File: src/rtl/i2c_pkt_pkg.sv
// Shared types and constants for the I2C packet scheduler.
package i2c_pkt_pkg;

    localparam int unsigned PKT_LEN        = 7;
    localparam logic [7:0]  WIN_BYTE       = 8'h01;
    localparam logic [6:0]  DEF_SLAVE_ADDR = 7'h17;

    typedef enum logic [2:0] {
        StIdle,
        StLatch,
        StStart,
        StWait,
        StData,
        StStop,
        StWaitStop,
        StDone
    } state_e;

endpackage

File: src/rtl/i2c_req_arb.sv
// Sticky request flags with fixed evt-over-ball priority grant.
module i2c_req_arb (
    input  logic clk_i,
    input  logic rst_i,
    input  logic ball_req_i,
    input  logic evt_req_i,
    input  logic arb_en_i,
    output logic grant_ball_o,
    output logic grant_evt_o
);

    logic pend_ball_q, pend_ball_d;
    logic pend_evt_q, pend_evt_d;

    always_comb begin
        grant_evt_o  = arb_en_i & pend_evt_q;
        grant_ball_o = arb_en_i & pend_ball_q & ~pend_evt_q;
        // A request landing in the grant cycle re-arms the flag for a follow-up packet.
        pend_evt_d   = (pend_evt_q & ~grant_evt_o) | evt_req_i;
        pend_ball_d  = (pend_ball_q & ~grant_ball_o) | ball_req_i;
    end

    always_ff @(posedge clk_i or posedge rst_i) begin
        if (rst_i) begin
            pend_ball_q <= 1'b0;
            pend_evt_q  <= 1'b0;
        end else begin
            pend_ball_q <= pend_ball_d;
            pend_evt_q  <= pend_evt_d;
        end
    end

endmodule

File: src/rtl/i2c_pkt_scheduler.sv
// Sequences a 7-byte ball/win-event packet to an I2C byte master.
// Optional per-byte watchdog enabled by defining I2C_TIMEOUT_EN.
module i2c_pkt_scheduler
    import i2c_pkt_pkg::*;
#(
    parameter logic [6:0]  SLAVE_ADDR  = DEF_SLAVE_ADDR,
    parameter int unsigned TIMEOUT_CYC = 20000
) (
    input  logic       clk,
    input  logic       reset,
    input  logic       ball_req,
    input  logic       evt_req,
    input  logic [9:0] ball_y,
    input  logic [7:0] ball_vy,
    input  logic [1:0] gravity_counter,
    input  logic       is_collusion,
    input  logic       ready,
    input  logic       tx_done,
    output logic       i2c_en,
    output logic       start,
    output logic       stop,
    output logic [7:0] tx_data,
    output logic       ball_ack,
    output logic       evt_ack,
    output logic       is_transfer,
    output logic       is_i2c_master_done,
    output logic       err
);

    state_e                  state_q, state_d;
    logic [2:0]              idx_q, idx_d;
    logic [PKT_LEN-1:0][7:0] pkt_q, pkt_d;
    logic                    en_q, en_d, start_q, start_d, stop_q, stop_d;
    logic [7:0]              tx_data_q, tx_data_d;
    logic                    ball_ack_q, ball_ack_d, evt_ack_q, evt_ack_d;
    logic                    xfer_q, xfer_d, done_q, done_d;
    logic                    grant_ball, grant_evt;

`ifdef I2C_TIMEOUT_EN
    localparam int unsigned TmoW = $clog2(TIMEOUT_CYC + 1);
    logic [TmoW-1:0] tmo_q, tmo_d;
    logic            err_q, err_d;
    logic            tmo_hit;
    assign tmo_hit = (tmo_q == TmoW'(TIMEOUT_CYC - 1));
    assign err     = err_q;
`else
    logic unused_tmo_cyc;
    assign unused_tmo_cyc = ^TIMEOUT_CYC;
    assign err            = 1'b0;
`endif

    i2c_req_arb u_arb (
        .clk_i       (clk),
        .rst_i       (reset),
        .ball_req_i  (ball_req),
        .evt_req_i   (evt_req),
        .arb_en_i    (state_q == StIdle),
        .grant_ball_o(grant_ball),
        .grant_evt_o (grant_evt)
    );

    always_comb begin
        state_d    = state_q;
        idx_d      = idx_q;
        pkt_d      = pkt_q;
        en_d       = 1'b0;
        start_d    = 1'b0;
        stop_d     = 1'b0;
        tx_data_d  = tx_data_q;
        ball_ack_d = 1'b0;
        evt_ack_d  = 1'b0;
        xfer_d     = xfer_q;
        done_d     = 1'b0;
`ifdef I2C_TIMEOUT_EN
        err_d      = 1'b0;
`endif
        unique case (state_q)
            StIdle: begin
                if (grant_evt || grant_ball) begin
                    pkt_d[0]   = {SLAVE_ADDR, 1'b0};
                    pkt_d[1]   = ball_y[7:0];
                    pkt_d[2]   = {6'b0, ball_y[9:8]};
                    pkt_d[3]   = ball_vy;
                    pkt_d[4]   = {6'b0, gravity_counter};
                    pkt_d[5]   = {7'b0, is_collusion};
                    pkt_d[6]   = grant_evt ? WIN_BYTE : 8'h00;
                    idx_d      = '0;
                    ball_ack_d = grant_ball;
                    evt_ack_d  = grant_evt;
                    xfer_d     = 1'b1;
                    state_d    = StLatch;
                end
            end
            StLatch: state_d = StStart;
            StStart: begin
                if (ready) begin
                    en_d      = 1'b1;
                    start_d   = 1'b1;
                    tx_data_d = pkt_q[0];
                    state_d   = StWait;
                end
            end
            StWait: begin
                if (tx_done) begin
                    idx_d   = idx_q + 3'd1;
                    state_d = (idx_q == 3'(PKT_LEN - 1)) ? StStop : StData;
                end
`ifdef I2C_TIMEOUT_EN
                else if (tmo_hit) begin
                    err_d   = 1'b1;
                    state_d = StStop;
                end
`endif
            end
            StData: begin
                if (ready) begin
                    en_d      = 1'b1;
                    tx_data_d = pkt_q[idx_q];
                    state_d   = StWait;
                end
            end
            StStop: begin
                if (ready) begin
                    en_d    = 1'b1;
                    stop_d  = 1'b1;
                    state_d = StWaitStop;
                end
            end
            StWaitStop: begin
                if (ready) begin
                    done_d  = 1'b1;
                    state_d = StDone;
                end
`ifdef I2C_TIMEOUT_EN
                else if (tmo_hit) begin
                    err_d   = 1'b1;
                    done_d  = 1'b1;
                    state_d = StDone;
                end
`endif
            end
            StDone: begin
                xfer_d  = 1'b0;
                state_d = StIdle;
            end
            default: state_d = StIdle;
        endcase
`ifdef I2C_TIMEOUT_EN
        // Counts only while parked in a wait state; any state entry restarts it.
        tmo_d = ((state_d == state_q) && (state_q == StWait || state_q == StWaitStop)) ?
                tmo_q + 1'b1 : '0;
`endif
    end

    always_ff @(posedge clk or posedge reset) begin
        if (reset) begin
            state_q    <= StIdle;
            idx_q      <= '0;
            pkt_q      <= '0;
            en_q       <= 1'b0;
            start_q    <= 1'b0;
            stop_q     <= 1'b0;
            tx_data_q  <= '0;
            ball_ack_q <= 1'b0;
            evt_ack_q  <= 1'b0;
            xfer_q     <= 1'b0;
            done_q     <= 1'b0;
`ifdef I2C_TIMEOUT_EN
            tmo_q      <= '0;
            err_q      <= 1'b0;
`endif
        end else begin
            state_q    <= state_d;
            idx_q      <= idx_d;
            pkt_q      <= pkt_d;
            en_q       <= en_d;
            start_q    <= start_d;
            stop_q     <= stop_d;
            tx_data_q  <= tx_data_d;
            ball_ack_q <= ball_ack_d;
            evt_ack_q  <= evt_ack_d;
            xfer_q     <= xfer_d;
            done_q     <= done_d;
`ifdef I2C_TIMEOUT_EN
            tmo_q      <= tmo_d;
            err_q      <= err_d;
`endif
        end
    end

    assign i2c_en             = en_q;
    assign start              = start_q;
    assign stop               = stop_q;
    assign tx_data            = tx_data_q;
    assign ball_ack           = ball_ack_q;
    assign evt_ack            = evt_ack_q;
    assign is_transfer        = xfer_q;
    assign is_i2c_master_done = done_q;

endmodule

File: config.mk
export PLATFORM = sky130hd
export DESIGN_NAME = i2c_pkt_scheduler
export DESIGN_NICKNAME = d
export VERILOG_FILES = /design/src/rtl/i2c_pkt_pkg.sv /design/src/rtl/i2c_req_arb.sv /design/src/rtl/i2c_pkt_scheduler.sv
export SDC_FILE = /design/constraint.sdc
export NUM_CORES = 1
export LEC_CHECK = 0
export ABC_CLOCK_PERIOD_IN_PS = 1400
export CAP_MARGIN = 20
export CORE_AREA = 8 8 77 79
export CTS_CLUSTER_DIAMETER = 120
export DETAILED_ROUTE_END_ITERATION = 16
export DIE_AREA = 0 0 85 87
export PLACE_DENSITY = 0.85
export REMOVE_ABC_BUFFERS = 1
export SETUP_SLACK_MARGIN = 0.05
export SYNTH_ARGS = -nofsm -noshare
export SYNTH_HDL_FRONTEND = slang
export SYNTH_SLANG_ARGS = --single-unit
File: constraint.sdc
create_clock -name clk -period 1.4 [get_ports clk]
set_input_delay 0.14 -clock clk [delete_from_list [all_inputs] [get_ports clk]]
set_output_delay 0.14 -clock clk [all_outputs]
set_load 0.05 [all_outputs]
==> metrics.txt <==
status complete, but fails checks; failing checks negative setup slack; Placed Area approximately 2800 µm²; routed len/inst 14.0 µm; CTS tree done; Pwr Density 2260 nW/µm²; worst slack, placed -58.4 ps; simple-gate share of the synthesized area 24.1%; initial antenna violation count 0; vias per std cell 5.01; Post-Syn Area 2110 µm²; initial DRC count 85; # clock sinks 46; Initial Util 43.4%; first-pass GRT wire length 8090 µm; Tmin final around 1500 ps; gr usage total 13.8%; Core ar. 4850 µm²; Seq/Total Area, Yosys 54.7%; synth-to-layout area growth 45.5%; share of layout cells above drive strength 1 approximately a quarter; Max Clock Freq roughly 0.67 GHz; CTS max path bufs 2; Pre-antenna DRT Iters 4; maximum VDD drop 0.00105 V; most common cell after layout, fill and taps aside nand2_1; die area 7400 µm²; max_cap viols 0; number of synthesized flops with an enable pin 0; vias in the first global route about 1.8k; commonest non-fill, non-tap cells in the layout nand2_1 (77), dfrtp_1 (44), buf_4 (27); mux cell area share after synthesis 5.05%; Setup Crit Path Kind reg2reg; XOR/XNOR Fraction of Synth Area 0%; final WL 4890 µm; Syn Inst Count about 230; Root Driver clkbuf_8; CP Max Fanout 5; fin. max-slew vios 0; Critical Path Sink Type flip-flop; main combinational cell family by area after synthesis simple AND/OR/NAND/NOR gates; Worst-path clk slew around 90 ps; antenna diode count 0; RSZ-0062 raised after global routing yes; Clock Latency Late Sink between 300 and 400 ps; Syn. warnings 0; Final ANT Viol Nets 0; Util after Layout 63.2%; Residual DRC 0; final instance area 3060 µm²; clock buffer count from CTS 5; Inst Count DP between 300 and 400; Die Height 87 µm; I/O Pins 43; fin crit share 107%; hold crit path type in2async; Finished Layout Cells 349; number of core rows 26; Top FF cell, synth dfrtp_1; synthesized area per cell between 9 and 10 µm²; CP Launch Type flip-flop; final setup vio count 6; register bit total from synthesis 46; setup ws final -97.4 ps; nets@finish 321; Synth cell types 37; Die Wd roughly 85 µm; clk_skew around 12 ps; Required @ worst endpoint about 1600 ps; Detailed Place HPWL 3470 µm; Compound-Gate Fraction of Synth Area between 10% and 20%; GRT overflow 0; Async SR Flop Fraction 100%; CTS H-Tree Depth 2; gpl congestion 0.873; hold buffer count at CTS 0; Adder-Cell Fraction of Synth Area under 10%; routed via count 1749; pin count of the biggest net entering global routing 47; crit path DAT about 1700 ps; final setup TNS -326 ps; leak pwr 0.00144 µW; Final Hold Fails 0; # port buffers 41
## critical path, cell delays in order (launching register included)
cell and delay [ps]:
dfrtp_1 430, nand2b_4 160, or3_4 330, or3_4 370
o21ai_2 130
## layout make-up
| cell class | instances | area (µm²) |
|---|---|---|
| multi-input cells | 164 | 975 |
| clock buffers | 6 | 72.6 |
| repair buffers | 69 | 733 |
| well taps | 56 | 70.1 |
| inverters | 6 | 22.5 |
| clock inverters | 2 | 37.5 |
| flip-flops and latches | 46 | 1150 |
| fillers | 396 | 1780 |
## layer usage
layer | part of all wire (%) | vias up | global-route usage [%]
li1 | - | 873 | -
met1 | 45 | 821 | 17.2
met2 | 47 | 46 | 21.2
met3 | 5.9 | 9 | 5.19
met4 | 1.6 | 0 | 5.34
met5 | 0 | - | 0
## registers in the layout (all words and copies together), names as in the netlist
| register | count |
|---|---|
| u_arb.pend_ball_q | 1 |
| pkt_q | 23 |
| is_transfer | 1 |
| i2c_en | 1 |
| is_i2c_master_done | 1 |
| tx_data | 8 |
| idx_q | 3 |
| state_q | 3 |
| start | 1 |
| ball_ack | 1 |
| evt_ack | 1 |
| stop | 1 |
| u_arb.pend_evt_q | 1 |
## repair_timing
item,in CTS,in global routing
setup endpoints to repair,33,35
pin swaps,3,5
resized for setup,16,17
buffers inserted,0,2
gates cloned,0,1
## worst paths after layout
path	startpoint	endpoint	slack [ps]	cells after the start
hold / removal	reset	is_transfer	170	3
setup reg to reg	state_q[1]	tx_data[4]	-100	4
min in group clk	gravity_counter[0]	pkt_q[32]	350	3
hold reg to reg	pkt_q[15]	pkt_q[15]	480	2
max in group asynchronous	reset	idx_q[1]	980	3
setup / recovery	state_q[1]	tx_data[4]	-100	4
## through the flow
step / total power (µW) / hold WS [ps]
floorplan: 4080 / 232
global placement: 5450 / 457
detailed placement: 5540 / 462
CTS: 6670 / 185
global route: 7390 / 210
finish: 6920 / 167
## cells by family (layout without fill, tap and decap cells)
family                     after synthesis  after routing
buffers and inverters                   17             83
other                                    1              1
AOI/OAI and AO/OA                       38             38
adders and majority gates                2              2
muxes                                    9              9
and+or+nand+nor                        114            114
DFF                                     46             46
## where the power goes
group          leakage (µW)  total (µW)  switching, µW  internal [µW]
clock             0.0000514         988            455            533
sequential         0.000559        2300            417           1880
combinational      0.000829        3630           1890           1740
## synthesized netlist by cell type (all sizes together) (3+ instances only)
library cell,number,share of area [%]
a21o,4,1.4
a21oi,9,2.1
buf,6,1.5
clkbuf,5,0.89
dfrtp,46,55
inv,6,1.1
mux2,3,1.6
mux2i,5,2.4
nand2,77,14
nand2b,6,2.1
nor2,12,2.1
nor2b,3,0.89
nor3,3,0.71
o21ai,14,3.3
o22a,3,1.2
or3,3,1.4
(Power assumes the default switching activity.)
